==> config.mk <==
export PLATFORM = sky130hd
export DESIGN_NAME = mem_port_arbiter
export DESIGN_NICKNAME = d
export VERILOG_FILES = /design/src/rtl/mem_port_arbiter_pkg.sv /design/src/rtl/rr_pick.sv /design/src/rtl/mem_port_arbiter.sv
export SDC_FILE = /design/constraint.sdc
export NUM_CORES = 1
export LEC_CHECK = 0
export ABC_AREA = 1
export BUFFER_PORTS_ARGS = -buffer_cell sky130_fd_sc_hd__buf_2
export CAP_MARGIN = 5
export CORE_AREA = 4 4 134 136
export CTS_BUF_LIST = sky130_fd_sc_hd__clkbuf_2
export DETAILED_ROUTE_END_ITERATION = 10
export DIE_AREA = 0 0 138 140
export MAX_ROUTING_LAYER = met4
export PLACE_DENSITY_LB_ADDON = 0.05
export SLEW_MARGIN = 0
export SYNTH_ARGS = -nofsm -noshare
export SYNTH_HDL_FRONTEND = slang
export SYNTH_HIERARCHICAL = 1
export SYNTH_SLANG_ARGS = --single-unit
==> constraint.sdc <==
create_clock -name i_clk -period 6.3 [get_ports i_clk]
set_input_delay 1.26 -clock i_clk [delete_from_list [all_inputs] [get_ports i_clk]]
set_output_delay 1.26 -clock i_clk [all_outputs]
set_load 0.02 [all_outputs]
==> src/rtl/mem_port_arbiter_pkg.sv <==
// mem_port_arbiter_pkg: shared arbiter FSM state type
package mem_port_arbiter_pkg;
    typedef enum logic {ARB_IDLE, ARB_BURST} arb_state_e;
endpackage

==> src/rtl/rr_pick.sv <==
// rr_pick: round-robin pick; first valid requester after ptr, searching ptr+1, ptr+2, ... mod NREQ
//   valid : request vector
//   ptr   : last winner
//   grant : one-hot winner (zero when nothing valid)
//   idx   : winner index (0 when nothing valid)
module rr_pick #(
    parameter int NREQ = 3
) (
    input  logic [NREQ-1:0]         valid,
    input  logic [$clog2(NREQ)-1:0] ptr,
    output logic [NREQ-1:0]         grant,
    output logic [$clog2(NREQ)-1:0] idx
);
    localparam int IW = $clog2(NREQ);
    // Scan from the farthest candidate back to the nearest so the nearest valid one wins.
    always_comb begin
        idx = '0;
        for (int i = NREQ; i >= 1; i--)
            if (valid[(int'(ptr) + i) % NREQ]) idx = IW'((int'(ptr) + i) % NREQ);
        grant = |valid ? NREQ'(1) << idx : '0;
    end
endmodule

==> src/rtl/mem_port_arbiter.sv <==
// mem_port_arbiter: round-robin arbiter with locked bursts sharing one data memory port
//   i_clk, i_reset_n              : clock, async active-low reset
//   i_req_valid/lock/wren         : per-requester request controls
//   i_req_addr/wdata/bmask        : per-requester packed request payloads
//   o_req_ready                   : one-hot grant, beat accepted on valid&ready
//   o_mem_addr/wdata/bmask/wren   : registered memory port drive
//   i_mem_rdata                   : memory read data for o_mem_addr
//   o_rsp_valid, o_rsp_rdata      : one-hot response strobe one cycle after acceptance, read data
module mem_port_arbiter
    import mem_port_arbiter_pkg::*;
#(
    parameter int ADDR_W    = 32,
    parameter int NREQ      = 3,
    parameter int MAX_BURST = 8
) (
    input  logic                     i_clk,
    input  logic                     i_reset_n,
    input  logic [NREQ-1:0]          i_req_valid,
    input  logic [NREQ-1:0]          i_req_lock,
    input  logic [NREQ-1:0]          i_req_wren,
    input  logic [NREQ*ADDR_W-1:0]   i_req_addr,
    input  logic [NREQ*32-1:0]       i_req_wdata,
    input  logic [NREQ*4-1:0]        i_req_bmask,
    output logic [NREQ-1:0]          o_req_ready,
    output logic [ADDR_W-1:0]        o_mem_addr,
    output logic [31:0]              o_mem_wdata,
    output logic [3:0]               o_mem_bmask,
    output logic                     o_mem_wren,
    input  logic [31:0]              i_mem_rdata,
    output logic [NREQ-1:0]          o_rsp_valid,
    output logic [31:0]              o_rsp_rdata
);
    localparam int IW = $clog2(NREQ);
    localparam int CW = $clog2(MAX_BURST + 1);

    arb_state_e      state;
    logic [IW-1:0]   rr_ptr;
    logic [IW-1:0]   owner;
    logic [CW-1:0]   beat_cnt;
    logic [NREQ-1:0] pick_grant;
    logic [IW-1:0]   pick_idx;
    logic [IW-1:0]   win;
    logic            accept;
    logic            release_now;

    rr_pick #(.NREQ(NREQ)) u_pick (
        .valid (i_req_valid),
        .ptr   (rr_ptr),
        .grant (pick_grant),
        .idx   (pick_idx)
    );

    // Ready only ever asserts alongside valid, so any ready bit means an accepted beat.
    always_comb begin
        win         = state == ARB_IDLE ? pick_idx : owner;
        o_req_ready = !i_reset_n ? '0 :
                      state == ARB_IDLE ? pick_grant :
                      i_req_valid[owner] ? NREQ'(1) << owner : '0;
        accept      = |o_req_ready;
        release_now = !i_req_valid[owner] || !i_req_lock[owner] || int'(beat_cnt) + 1 == MAX_BURST;
        o_rsp_rdata = |o_rsp_valid ? i_mem_rdata : '0;
    end

    always_ff @(posedge i_clk or negedge i_reset_n) begin
        if (!i_reset_n) begin
            state       <= ARB_IDLE;
            rr_ptr      <= IW'(NREQ - 1);
            owner       <= '0;
            beat_cnt    <= '0;
            o_mem_addr  <= '0;
            o_mem_wdata <= '0;
            o_mem_bmask <= '0;
            o_mem_wren  <= 1'b0;
            o_rsp_valid <= '0;
        end else begin
            o_rsp_valid <= o_req_ready;
            o_mem_wren  <= accept && i_req_wren[win];
            if (accept) begin
                o_mem_addr  <= i_req_addr[int'(win)*ADDR_W +: ADDR_W];
                o_mem_wdata <= i_req_wdata[int'(win)*32 +: 32];
                o_mem_bmask <= i_req_bmask[int'(win)*4 +: 4];
                rr_ptr      <= win;
            end
            if (state == ARB_IDLE) begin
                if (accept && i_req_lock[win] && MAX_BURST > 1) begin
                    state    <= ARB_BURST;
                    owner    <= win;
                    beat_cnt <= CW'(1);
                end
            end else if (release_now) begin
                state    <= ARB_IDLE;
                beat_cnt <= '0;
                rr_ptr   <= owner;
            end else begin
                beat_cnt <= beat_cnt + 1'b1;
            end
        end
    end
endmodule

After elaboration in Yosys (flattened, before gate mapping)
Cells that the tools add are included.
{"block": "word_totals", "register_bits": 81, "latch_bits": 0, "mem_bits_rw": 0, "rom_bits": 0, "in_bits": 247, "output_inout_bits": 107, "word_cells": 75, "memories": 0}
{"block": "op_classes", "addsub": 5, "mul": 0, "div": 3, "order_cmp": 5, "eq_ne": 1, "shift": 5, "n_mux": 35, "bitwise_logic": 1, "n_reduce_logical": 11}
{"cell": "variable part select 96 x 8 -> 32 bit", "count": 2}
{"cell": "less-than comparator 32 x 4 -> 1 bit (second input constant)", "count": 3}
{"cell": "modulo 32 x 3 -> 32 bit (second input constant)", "count": 3}
{"cell": "two-way mux 32 bit", "count": 1}
{"cell": "binary-select mux 1 bit (select 2 bit)", "count": 7}
{"cell": "two-way mux 2 bit", "count": 7}
{"cell": "two-way mux 1 bit", "count": 13}
{"cell": "two-way mux 3 bit", "count": 4}
{"cell": "two-way mux 4 bit", "count": 3}
{"cell": "variable part select 12 x 5 -> 4 bit", "count": 1}
{"cell": "OR reduction 3 bit", "count": 3}
{"cell": "adder 2 x 2 -> 3 bit (second input constant)", "count": 2}
{"cell": "less-than comparator 2 x 3 -> 1 bit (second input constant)", "count": 2}
{"cell": "left shift 1 x 2 -> 3 bit (first input constant)", "count": 2}
{"cell": "adder 4 x 1 -> 5 bit (second input constant)", "count": 1}
{"cell": "== test 5 x 4 -> 1 bit (second input constant)", "count": 1}
{"cell": "adder 4 x 1 -> 4 bit (second input constant)", "count": 1}
{"cell": "adder 2 x 1 -> 3 bit (second input constant)", "count": 1}
{"cell": "logical AND 1 bit", "count": 2}
{"cell": "logical NOT 1 bit", "count": 2}
{"cell": "logical OR 1 bit", "count": 2}
{"cell": "AND reduction 2 bit", "count": 1}
{"cell": "nonzero test 2 bit", "count": 1}
{"cell": "inverter 1 bit", "count": 1}

Logic depth before layout (Yosys ltp)
Gate-level depths: netlist of the first run.
{"block": "logic_depth", "word_depth": 16, "ltp_mapped": 19, "ltp_nobuf": 19}

By module
Netlist of the first run, hierarchy kept.
{"mod": "mem_port_arbiter", "n_inst": 1, "cells_each": 702, "area_per_inst_um2": 4908.5, "seq_area_each_um2": 2028.2}
{"mod": "rr_pick", "n_inst": 1, "cells_each": 45, "area_per_inst_um2": 230.2, "seq_area_each_um2": 0.0}

Least setup slack after synthesis of the first run
Ideal clock, no wire load.
{"block": "synth_timing", "path_kind": "input port to output port", "start": "in i_req_valid[0]", "end": "out o_req_ready[0]", "t_arrival_ns": 2.166, "setup_slack_ns": 2.874, "cell_stages": 10, "n_path_buf": 0, "path_cell_list": "inv_1 > o21ai_0 > a21oi_1 > nand2_2 > nand2_2 > nor2_2 > nor2_1 > nor2_1 > nand2_1 > inv_1"}
{"block": "synth_between", "elab_chain_len": 10}
{"element": "from (decl)", "line_no": "mem_port_arbiter.sv:18", "text": "input logic [NREQ-1:0] i_req_valid,"}
{"element": "binary-select mux 1 bit (select 2 bit)", "line_no": "rr_pick.sv:19", "text": "if (valid[(int'(ptr) + i) % NREQ]) idx = IW'((int'(ptr) + i) % NREQ);"}
{"element": "two-way mux 1 bit (not written as such) (2 in a row)", "line_no": "rr_pick.sv:19"}
{"element": "two-way mux 2 bit (2 in a row)", "line_no": "rr_pick.sv:19"}
{"element": "two-way mux 2 bit (*)", "line_no": "rr_pick.sv:19"}
{"element": "net pick_idx[0]", "line_no": "mem_port_arbiter.sv:41", "text": "logic [IW-1:0] pick_idx;"}
{"element": "left shift 1 x 2 -> 3 bit (*)", "line_no": "rr_pick.sv:20", "text": "grant = |valid ? NREQ'(1) << idx : '0;"}
{"element": "two-way mux 3 bit (*)", "line_no": "rr_pick.sv:20"}
{"element": "net pick_grant[0]", "line_no": "mem_port_arbiter.sv:40", "text": "logic [NREQ-1:0] pick_grant;"}
{"element": "two-way mux 3 bit (*)", "line_no": "mem_port_arbiter.sv:57", "text": "state == ARB_IDLE ? pick_grant :"}
{"element": "two-way mux 3 bit (*)", "line_no": "mem_port_arbiter.sv:56", "text": "o_req_ready = !i_reset_n ? '0 :"}
{"element": "to (decl)", "line_no": "mem_port_arbiter.sv:24", "text": "output logic [NREQ-1:0] o_req_ready,"}
Mark *: on every way through the listed nets, which the timed path passes. The rest lies on a longest branch. The select of a mux whose other input is x is not followed.

Worst setup path after layout of the first run
{"block": "layout_timing", "start": "reg rr_ptr[0]", "end": "out o_req_ready[0]"}
{"block": "layout_between", "elab_chain_len": 12}
{"element": "from (decl)", "line_no": "mem_port_arbiter.sv:37", "text": "logic [IW-1:0] rr_ptr;"}
{"element": "from (signal assigned)", "line_no": "mem_port_arbiter.sv:67", "text": "rr_ptr <= IW'(NREQ - 1);"}
{"element": "from (signal assigned)", "line_no": "mem_port_arbiter.sv:82", "text": "rr_ptr <= win;"}
{"element": "from (signal assigned)", "line_no": "mem_port_arbiter.sv:93", "text": "rr_ptr <= owner;"}
{"element": "adder 2 x 2 -> 3 bit", "line_no": "rr_pick.sv:19"}
{"element": "modulo 32 x 3 -> 32 bit", "line_no": "rr_pick.sv:19"}
{"element": "binary-select mux 1 bit (select 2 bit)", "line_no": "rr_pick.sv:19"}
{"element": "two-way mux 1 bit (not written as such) (2 in a row)", "line_no": "rr_pick.sv:19"}
{"element": "two-way mux 2 bit (2 in a row)", "line_no": "rr_pick.sv:19"}
{"element": "two-way mux 2 bit (*)", "line_no": "rr_pick.sv:19"}
{"element": "net pick_idx[0]", "line_no": "mem_port_arbiter.sv:41"}
{"element": "left shift 1 x 2 -> 3 bit (*)", "line_no": "rr_pick.sv:20"}
{"element": "two-way mux 3 bit (*)", "line_no": "rr_pick.sv:20"}
{"element": "net pick_grant[0]", "line_no": "mem_port_arbiter.sv:40"}
{"element": "two-way mux 3 bit (*)", "line_no": "mem_port_arbiter.sv:57"}
{"element": "two-way mux 3 bit (*)", "line_no": "mem_port_arbiter.sv:56"}
Marks and branches as above.

==> flow_summary.json, run 1 <==
{
  "fin_skew_ns": 0.01356,
  "hpwl_um": 14310,
  "clockRootBuffer": "clkbuf_2",
  "crit_buf_inv": 3,
  "grtUsageTotal_pct": 18.85,
  "cts.clk_slew.worst_paths_ns": 0.23,
  "period_needed_ns": 3.865,
  "cp_max_fo": 6,
  "htree_levels": 3,
  "rows": 48,
  "core-area_sq_mm": 0.01694,
  "period_share_pct": 61.35,
  "finalWorstSetupSlack_ns": 2.435,
  "grt_pass1_wl_um": 28660,
  "design_area_sq_mm": 0.007199,
  "cpLargestDelayFamily": "simple AND/OR/NAND/NOR gates",
  "avgSynthCellArea_sq_um": 6.879,
  "outcome": "completed",
  "cp_data_arrival_time_ns": 2.60,
  "die_h_um": 140,
  "dieWidth_um": 138,
  "slew_viol_final": 0,
  "ys_types": 24,
  "cts.sinks": 81,
  "ir_drop_mv": 0.2127,
  "drt_first_pass_iters": 4,
  "overflow": 0,
  "clockBufferDepth": 2,
  "io_buffers": 353,
  "syn_area_sq_mm": 0.005139,
  "synth_fp_nets": 999,
  "vias": 5806,
  "crit_slowest_cell": "dfrtp_1",
  "hold_violations": 0,
  "grt_max_degree": 96,
  "crit_type": "reg2out",
  "placed_cell_area_sq_mm": 0.007028,
  "clk_latency_ns": 0.55,
  "drv_cap": 0,
  "power_density_mw_per_mm2": 598.0,
  "drc_errors": 0,
  "cts_buffers": 9,
  "synthesis.instances": 747,
  "wirelength_um": 18560,
  "clock.fmax_mhz": 258.7,
  "slew_headroom_pct": 30.73,
  "synth-seq-cells": 81,
  "start_util_pct": 30.34,
  "cts_resized": 0,
  "p_total_mw": 4.305,
  "cts_hold_buf": 0,
  "dpl_worst_slack_ns": 2.328,
  "antenna_found_initial": 6,
  "leakage_nw": 4.058,
  "cp_slowest_stage_delay_ns": 0.46,
  "grt_pass1_vias": 5484,
  "final_common_cell": "buf_2",
  "drt-initial-drc-count": 173,
  "final_cell_mix": "352 x buf_2, 189 x nand2_1, 127 x inv_1, 114 x nor2_1, 80 x dfrtp_1",
  "tightest_slew_ns": 1.039,
  "die_area_sq_mm": 0.01932,
  "cp-start-kind": "register",
  "end_kind": "output pin",
  "fin_setup_tns_ns": 0,
  "cts_setup_buffers": 0,
  "cts_tree": "done",
  "yosysSeqAreaShare_pct": 39.47,
  "yosysWarningCount": 6,
  "cp_cell_sequence": "inv_1, ha_1, o21ai_0, a21oi_1, nand2_2, nand2_2, nor2_2, nor2_1, nor2_1, nand2_1, inv_1, buf_2",
  "rsz0062_at_grt": "no",
  "io_pins": 354,
  "ant_nets": 0,
  "via_per_inst": 4.452,
  "finalSetupViolCount": 0,
  "drive_above_1_share_pct": 36.07,
  "syn_to_final_growth_pct": 40.10,
  "place_congestion": 0.8781,
  "cp.required_ns": 5.04,
  "fin_nets": 1320,
  "hp-class": "reg2reg",
  "wire_per_inst_um": 14.23
}
-- registers in the layout (all words and copies together), names as in the netlist --
name / count
state: 1
owner: 2
o_mem_wren: 1
o_rsp_valid: 3
rr_ptr: 2
o_mem_addr: 32
o_mem_bmask: 4
beat_cnt: 4
o_mem_wdata: 32
-- synthesized netlist by cell type (all sizes together) --
cell	n	area share (%)
nand2	192	14
inv	128	9.3
nor2	117	8.7
dfrtp	80	39
a31oi	68	8.3
o211ai	68	9.9
buf	32	3.4
nand3	22	2.3
clkbuf	17	1.2
o21ai	9	0.95
ha	5	1.2
nand4	2	0.24
nor3	2	0.19
a21oi	1	0.097
dfstp	1	0.51
o2111ai	1	0.17
or2	1	0.12
xor2	1	0.17
-- final cells by class --
cell class                      instances  area (sq um)
Timing Repair Buffer                  359          1814
Tap cell                              225         281.5
Antenna cell                            6         15.01
Clock buffer                           10         50.05
Fill cell                            1868          9737
Inverter                              128         480.5
Clock inverter                          6         106.4
Sequential cell                        81          2028
Multi-Input combinational cell        489          2424
-- per-layer routing --
metal  part of all wire [%]  track usage, %  wire length (um)  vias up
li1                       -               -                 -     3050
met1                     40           21.15              7456     2509
met2                     50           32.53              9344      229
met3                    8.0           5.565              1479       18
met4                    1.5           5.824               280        0
met5                      0               -                 0        -
-- logic make-up (layout without fill, tap and decap cells) --
group | count (synthesis) | count (layout) | synth area share, %
simple gates | 336 | 336 | 25.71
other cells | 0 | 6 | 0
buf+inv | 177 | 503 | 14.00
xor+xnor | 1 | 1 | 0.1705
fa+ha+maj | 5 | 5 | 1.217
flops | 81 | 81 | 39.47
compound gates | 147 | 147 | 19.43
-- through the flow --
| step | cells | hold slack (ns) | util, % |
|---|---|---|---|
| after detailed placement | 1282 | 0.5308 | 41.50 |
| after global routing | 1304 | 0.5800 | 42.51 |
| after global placement | 1282 | 0.5238 | 41.50 |
| final | 1304 | 0.5601 | 42.51 |
| after floorplan | 747 | 0.4963 | - |
| after CTS | 1298 | 0.5647 | 42.42 |
-- worst paths after layout --
kind	start	endpoint	slack [ns]	cells past startpoint
hold / removal	o_mem_wdata[17]	o_mem_wdata[17]	0.56	2
min in group asynchronous	i_reset_n	o_mem_addr[1]	0.64	1
max in group asynchronous	i_reset_n	o_mem_wdata[12]	4.68	2
setup / recovery	rr_ptr[0]	o_req_ready[0]	2.44	12
hold reg to reg	o_mem_wdata[17]	o_mem_wdata[17]	0.56	2
setup reg to reg	rr_ptr[0]	o_mem_addr[28]	2.85	15
-- power by group --
part	internal (mW)	total, mW	switching [mW]
registers	0.811	0.961	0.150
clock network	0.170	0.359	0.188
logic	0.966	2.99	2.02
-- tightest hold or removal path: cells and delay by family (launching register included) --
family          cells  cell delay [ns]
flops               1             0.42
simple gates        1             0.10
compound gates      1             0.04
Note: power is estimated with default switching activity, not from simulation.
==> run 2, diff against run 1 <==
--- a/config.mk
+++ b/config.mk
@@ -8,10 +8,10 @@
 export ABC_AREA = 1
 export BUFFER_PORTS_ARGS = -buffer_cell sky130_fd_sc_hd__buf_2
 export CAP_MARGIN = 5
-export CORE_AREA = 4 4 134 136
+export CORE_AREA = 4 4 135 137
 export CTS_BUF_LIST = sky130_fd_sc_hd__clkbuf_2
 export DETAILED_ROUTE_END_ITERATION = 10
-export DIE_AREA = 0 0 138 140
+export DIE_AREA = 0 0 139 141
 export MAX_ROUTING_LAYER = met4
 export PLACE_DENSITY_LB_ADDON = 0.05
 export SLEW_MARGIN = 0
==> constraint.sdc (replaced) <==
create_clock -name i_clk -period 3.45 [get_ports i_clk]
set_input_delay 0.69 -clock i_clk [delete_from_list [all_inputs] [get_ports i_clk]]
set_output_delay 0.69 -clock i_clk [all_outputs]
set_load 0.02 [all_outputs]
==> run 2 against run 1 <==
Net effect:
- via count is 0.31% higher
- die area rose by 1.4%
- clock-buffer cell count increased by 1
- cell area rose by 0.33%
- total power increased by 82%
- non-clock buffer count rose by 6
- critical path depth up 1
- sequential share of layout area is 0.093 points lower
- critical path type unchanged
- critical endpoint unchanged
- largest power group unchanged
- highest routed layer unchanged
==> flow_summary.json, run 2 (synthesized netlist as in run 1, its figures left out) <==
{
  "power_density_mw_per_mm2": 1087,
  "place_congestion": 0.8370,
  "ant_nets": 0,
  "grtUsageTotal_pct": 19.33,
  "p_seq_share_pct": 22.3,
  "clockBufferDepth": 2,
  "cts.sinks": 81,
  "r2r_slack_ns": 0.63,
  "overflow": 0,
  "finalSetupViolCount": 0,
  "largestRegisters": "o_mem_addr: 32 flops, o_mem_wdata: 32 flops",
  "die_h_um": 141,
  "drt-initial-drc-count": 238,
  "tightest_slew_ns": 0.9638,
  "cp_cell_sequence": "ha_2, inv_1, nand3_2, nand2_1, nand2_1, nand2_1, nand3_1, nor2_2, nor2_1, nor2_1, nand2_1, inv_1, buf_4",
  "ir_drop_mv": 0.4828,
  "cts.clk_slew.worst_paths_ns": 0.23,
  "crit_buf_inv": 3,
  "p_clk_share_pct": 5.4,
  "hold_violations": 0,
  "antenna_found_initial": 1,
  "cts_buffers": 9,
  "crit_start": "rr_ptr[1]",
  "end_kind": "output pin",
  "drv_cap": 0,
  "leakage_nw": 4.075,
  "cts_tree": "done",
  "core-area_sq_mm": 0.01706,
  "hold_ws_ns": 0.3572,
  "crit_slowest_cell": "dfstp_2",
  "final_common_cell": "buf_2",
  "io_pins": 354,
  "via_per_inst": 4.459,
  "drive_above_1_share_pct": 36.46,
  "cp_data_arrival_time_ns": 2.55,
  "hpwl_um": 14890,
  "netSwitchingPower_mw": 4.359,
  "wl_met3_um": 1529,
  "clockRootBuffer": "clkbuf_2",
  "hp-class": "in2reg",
  "cp.required_ns": 2.76,
  "wire_per_inst_um": 14.61,
  "drt_first_pass_iters": 6,
  "final_cell_mix": "351 x buf_2, 189 x nand2_1, 127 x inv_1, 114 x nor2_1, 80 x dfrtp_1",
  "wirelength_um": 19080,
  "fin_skew_ns": 0.03767,
  "grt_pass1_vias": 5501,
  "min_path_cells": 3,
  "route.top_layer_used": "met4",
  "min_from": "i_req_addr[81]",
  "htree_levels": 3,
  "regToRegEndpoint": "rr_ptr[1]",
  "slew_viol_final": 0,
  "cp_max_fo": 6,
  "io_buffers": 353,
  "cp_common_cell": "nand2_1",
  "outcome": "completed",
  "dieWidth_um": 139,
  "slew_headroom_pct": 35.75,
  "start_util_pct": 30.13,
  "reg2reg_depth": 15,
  "holdPathEnd": "o_mem_addr[17]",
  "die_area_sq_mm": 0.01960,
  "period_needed_ns": 3.237,
  "grt_pass1_wl_um": 29440,
  "syn_to_final_growth_pct": 40.56,
  "grt_max_degree": 75,
  "crit_type": "reg2out",
  "drc_errors": 0,
  "clk_latency_ns": 0.55,
  "cp_slowest_stage_delay_ns": 0.60,
  "rows": 48,
  "fin_setup_tns_ns": 0,
  "swShare_pct": 55.54,
  "r2r-start": "rr_ptr[1]",
  "fin_util_pct": 42.35,
  "cp-start-kind": "register",
  "m1WireLength_um": 7576,
  "period_share_pct": 93.82,
  "p_comb_share_pct": 72.3,
  "wl_met2_um": 9774,
  "clock.fmax_mhz": 309.0,
  "cpLargestDelayFamily": "simple AND/OR/NAND/NOR gates",
  "internal_power_mw": 3.490,
  "vias": 5824,
  "fin_nets": 1326
}
==> run 2: power by group through the flow <==
stage                     Clock [mW]  Combinational (mW)  Sequential [mW]
after CTS                      0.465                5.77             1.76
final                          0.426                5.67             1.75
after global routing           0.496                6.35             1.82
after floorplan                    0                3.52             2.27
after detailed placement           0                5.77             1.78
after global placement             0                5.76             1.77
==> run 2: final cells by class <==
cell class / count / area (sq um)
diodes: 3 / 7.507
clock buffers: 11 / 55.05
clock inverters: 4 / 21.27
fillers: 1877 / 9833
inverters: 128 / 480.5
multi-input cells: 489 / 2435
flip-flops and latches: 81 / 2028
well taps: 225 / 281.5
repair buffers: 365 / 1914
==> run 2: how the worst max path moves through the flow <==
| stage | endpoint | slack (ns) | cells after the start |
|---|---|---|---|
| after floorplan | o_req_ready[0] | 1.06 | 10 |
| after global placement | rr_ptr[1] | 0.71 | 15 |
| after detailed placement | rr_ptr[1] | 0.67 | 15 |
| after CTS | o_req_ready[0] | 0.13 | 11 |
| after global routing | o_req_ready[0] | -0.003 | 13 |
| final | o_req_ready[0] | 0.21 | 13 |
==> run 2: stage by stage <==
stage                     std cells  instance area (sq um)  setup WS (ns)  power [mW]
after floorplan                 747                   5139          1.057       5.798
after global placement         1286                   7108         0.7131       7.529
after detailed placement       1286                   7108         0.6681       7.546
after CTS                      1302                   7194         0.1270       7.988
after global routing           1306                   7223      -0.003147       8.667
final                          1306                   7223         0.2132       7.848
==> run 2: what timing repair did <==
item,CTS,global route
hold buffers,1,0
setup endpoints to repair,0,1
endpoints found under the hold margin,7,0
gates resized for setup,0,5
setup buffers,0,1
==> run 2: layer usage <==
layer / vias to the layer above / global-route usage [%]
li1: 3061 / -
met1: 2516 / 21.89
met2: 232 / 33.85
met3: 15 / 5.224
met4: 0 / 5.252
met5: - / -
==> run 2: tightest hold or removal path: stages <==
cell and delay (ns):
buf_2 0.09, nand2_1 0.05, a31oi_1 0.07
==> run 3, diff against run 2 <==
--- a/config.mk
+++ b/config.mk
@@ -8,10 +8,12 @@
 export ABC_AREA = 1
 export BUFFER_PORTS_ARGS = -buffer_cell sky130_fd_sc_hd__buf_2
 export CAP_MARGIN = 5
-export CORE_AREA = 4 4 135 137
+export CORE_AREA = 4 4 136 138
 export CTS_BUF_LIST = sky130_fd_sc_hd__clkbuf_2
+export CTS_CLUSTER_DIAMETER = 100
 export DETAILED_ROUTE_END_ITERATION = 10
-export DIE_AREA = 0 0 139 141
+export DIE_AREA = 0 0 140 142
+export GPL_TIMING_DRIVEN = 0
 export MAX_ROUTING_LAYER = met4
 export PLACE_DENSITY_LB_ADDON = 0.05
 export SLEW_MARGIN = 0
==> constraint.sdc (replaced) <==
create_clock -name i_clk -period 3.5 [get_ports i_clk]
set_input_delay 0.7 -clock i_clk [delete_from_list [all_inputs] [get_ports i_clk]]
set_output_delay 0.7 -clock i_clk [all_outputs]
set_load 0.02 [all_outputs]
==> run 3 against run 2 <==
Net effect:
- final cell count increased by 3.4%
- largest cell class unchanged
- setup slack improved by 0.12 ns
- global-route usage increased by 1.8 points
- cell area increased by 2.0%
- core utilization increased by 0.55 points
- wire length increased by 12%
- non-clock buffer count increased by 39
- sequential share of layout area decreased by 0.55 points
- combinational power increased by 4.6%
- via count increased by 5.9%
==> flow_summary.json, run 3 (synthesized netlist as in run 1, its figures left out) <==
{
  "final_common_cell": "buf_2",
  "fin_cells": 1350,
  "cts_buffers": 9,
  "via_per_inst": 4.570,
  "rows": 48,
  "cp-start-kind": "register",
  "cts.clk_slew.worst_paths_ns": 0.23,
  "p_clk_share_pct": 6.4,
  "core-area_sq_mm": 0.01718,
  "grtUsageTotal_pct": 21.09,
  "grt_pass1_vias": 6011,
  "ir_drop_mv": 0.4332,
  "cts.sinks": 81,
  "dpl_worst_slack_ns": 0.4491,
  "vias": 6169,
  "die_h_um": 142,
  "cts_tree": "done",
  "leakage_nw": 4.162,
  "fin_setup_tns_ns": 0,
  "hold_ws_ns": 0.06847,
  "crit_type": "reg2out",
  "period_share_pct": 90.57,
  "tightest_slew_ns": 0.6758,
  "drc_errors": 0,
  "p_total_mw": 8.158,
  "overflow": 0,
  "drt-initial-drc-count": 187,
  "slew_headroom_pct": 54.95,
  "hold_violations": 0,
  "placed_cells": 1326,
  "finalWorstSetupSlack_ns": 0.3299,
  "p_comb_share_pct": 72.7,
  "clock.fmax_mhz": 315.5,
  "start_util_pct": 29.92,
  "grt_max_degree": 49,
  "finalSetupViolCount": 0,
  "largestRegisters": "o_mem_addr: 32 flops, o_mem_wdata: 32 flops",
  "power_density_mw_per_mm2": 1107,
  "drt_first_pass_iters": 4,
  "io_buffers": 353,
  "grt_pass1_wl_um": 32020,
  "clockRootBuffer": "clkbuf_2",
  "clk_latency_ns": 0.57,
  "syn_to_final_growth_pct": 43.39,
  "clockBufferDepth": 2,
  "swShare_pct": 56.06,
  "wire_per_inst_um": 15.78,
  "fin_nets": 1365,
  "end_kind": "output pin",
  "netSwitchingPower_mw": 4.573,
  "outcome": "completed",
  "hp-class": "in2async",
  "htree_levels": 3,
  "cp.required_ns": 2.80,
  "period_needed_ns": 3.170,
  "cts_hold_buf": 0,
  "rsz0062_at_grt": "no",
  "fin_skew_ns": 0.03186,
  "cp_data_arrival_time_ns": 2.47,
  "hpwl_um": 16820,
  "antenna_found_initial": 6,
  "die_area_sq_mm": 0.01988,
  "drive_above_1_share_pct": 37.12,
  "cp_max_fo": 4,
  "place_congestion": 0.8125,
  "slew_viol_final": 0,
  "io_pins": 354,
  "dieWidth_um": 140,
  "wirelength_um": 21310,
  "p_seq_share_pct": 20.9,
  "drv_cap": 0,
  "final_cell_mix": "377 x buf_2, 190 x nand2_1, 127 x inv_1, 114 x nor2_1, 80 x dfrtp_1",
  "ant_nets": 0,
  "internal_power_mw": 3.585
}
run 3: worst paths after layout:
| path | from | end | slack [ns] | depth (start not counted) |
|---|---|---|---|---|
| hold / removal | i_reset_n | o_mem_wdata[4] | 0.07 | 1 |
| min in group i_clk | i_req_wdata[78] | o_mem_wdata[14] | 0.35 | 3 |
| setup / recovery | rr_ptr[1] | o_req_ready[0] | 0.33 | 13 |
| hold reg to reg | o_mem_wdata[7] | o_mem_wdata[7] | 0.56 | 2 |
| max in group asynchronous | i_reset_n | rr_ptr[1] | 2.76 | 2 |
| setup reg to reg | rr_ptr[1] | o_mem_wdata[28] | 0.62 | 12 |
run 3: per-layer routing:
layer | up-vias | global-route usage (%) | routed length, um
met1 | 2771 | 25.07 | 8801
li1 | 3142 | - | -
met4 | 0 | 5.609 | 365
met3 | 24 | 4.704 | 1489
met5 | - | - | 0
met2 | 232 | 36.31 | 10650
run 3: power by group through the flow:
stage | combinational [mW] | clock, mW | sequential, mW
6_report | 5.93 | 0.520 | 1.71
5_1_grt | 6.63 | 0.587 | 1.77
4_1_cts | 6.03 | 0.548 | 1.71
3_5_place_dp | 6.04 | 0 | 1.73
3_3_place_gp | 6.04 | 0 | 1.71
2_1_floorplan | 3.47 | 0 | 2.24
run 3: what timing repair did:
action	in CTS	in global routing
buffers inserted	0	1
endpoints found under the setup margin	0	1
gates resized for setup	0	5
run 3: cell type report:
type	count	area, sq um
Antenna cell	7	17.52
Buffer	49	239.0
Clock buffer	10	50.05
Clock inverter	6	58.81
Fill cell	1931	9808
Inverter	128	480.5
Multi-Input combinational cell	489	2406
Sequential cell	81	2028
Tap cell	225	281.5
Timing Repair Buffer	355	1807
run 3: worst max-delay path, cell delays in order (launching register included):
cell     delay [ns]
dfstp_2        0.64
inv_1          0.08
ha_1           0.18
inv_1          0.11
nor3_1         0.07
a21oi_1        0.14
nand2_2        0.09
nand2_2        0.09
nor2_2         0.04
nor2_1         0.08
nor2_1         0.04
nand2_1        0.11
inv_1          0.07
buf_4          0.16
run 3: stage by stage:
stage	util, %	cell area [sq um]
6_report	42.90	7368
3_3_place_gp	41.84	7187
2_1_floorplan	-	5139
5_1_grt	42.88	7366
3_5_place_dp	42.02	7217
4_1_cts	42.65	7326
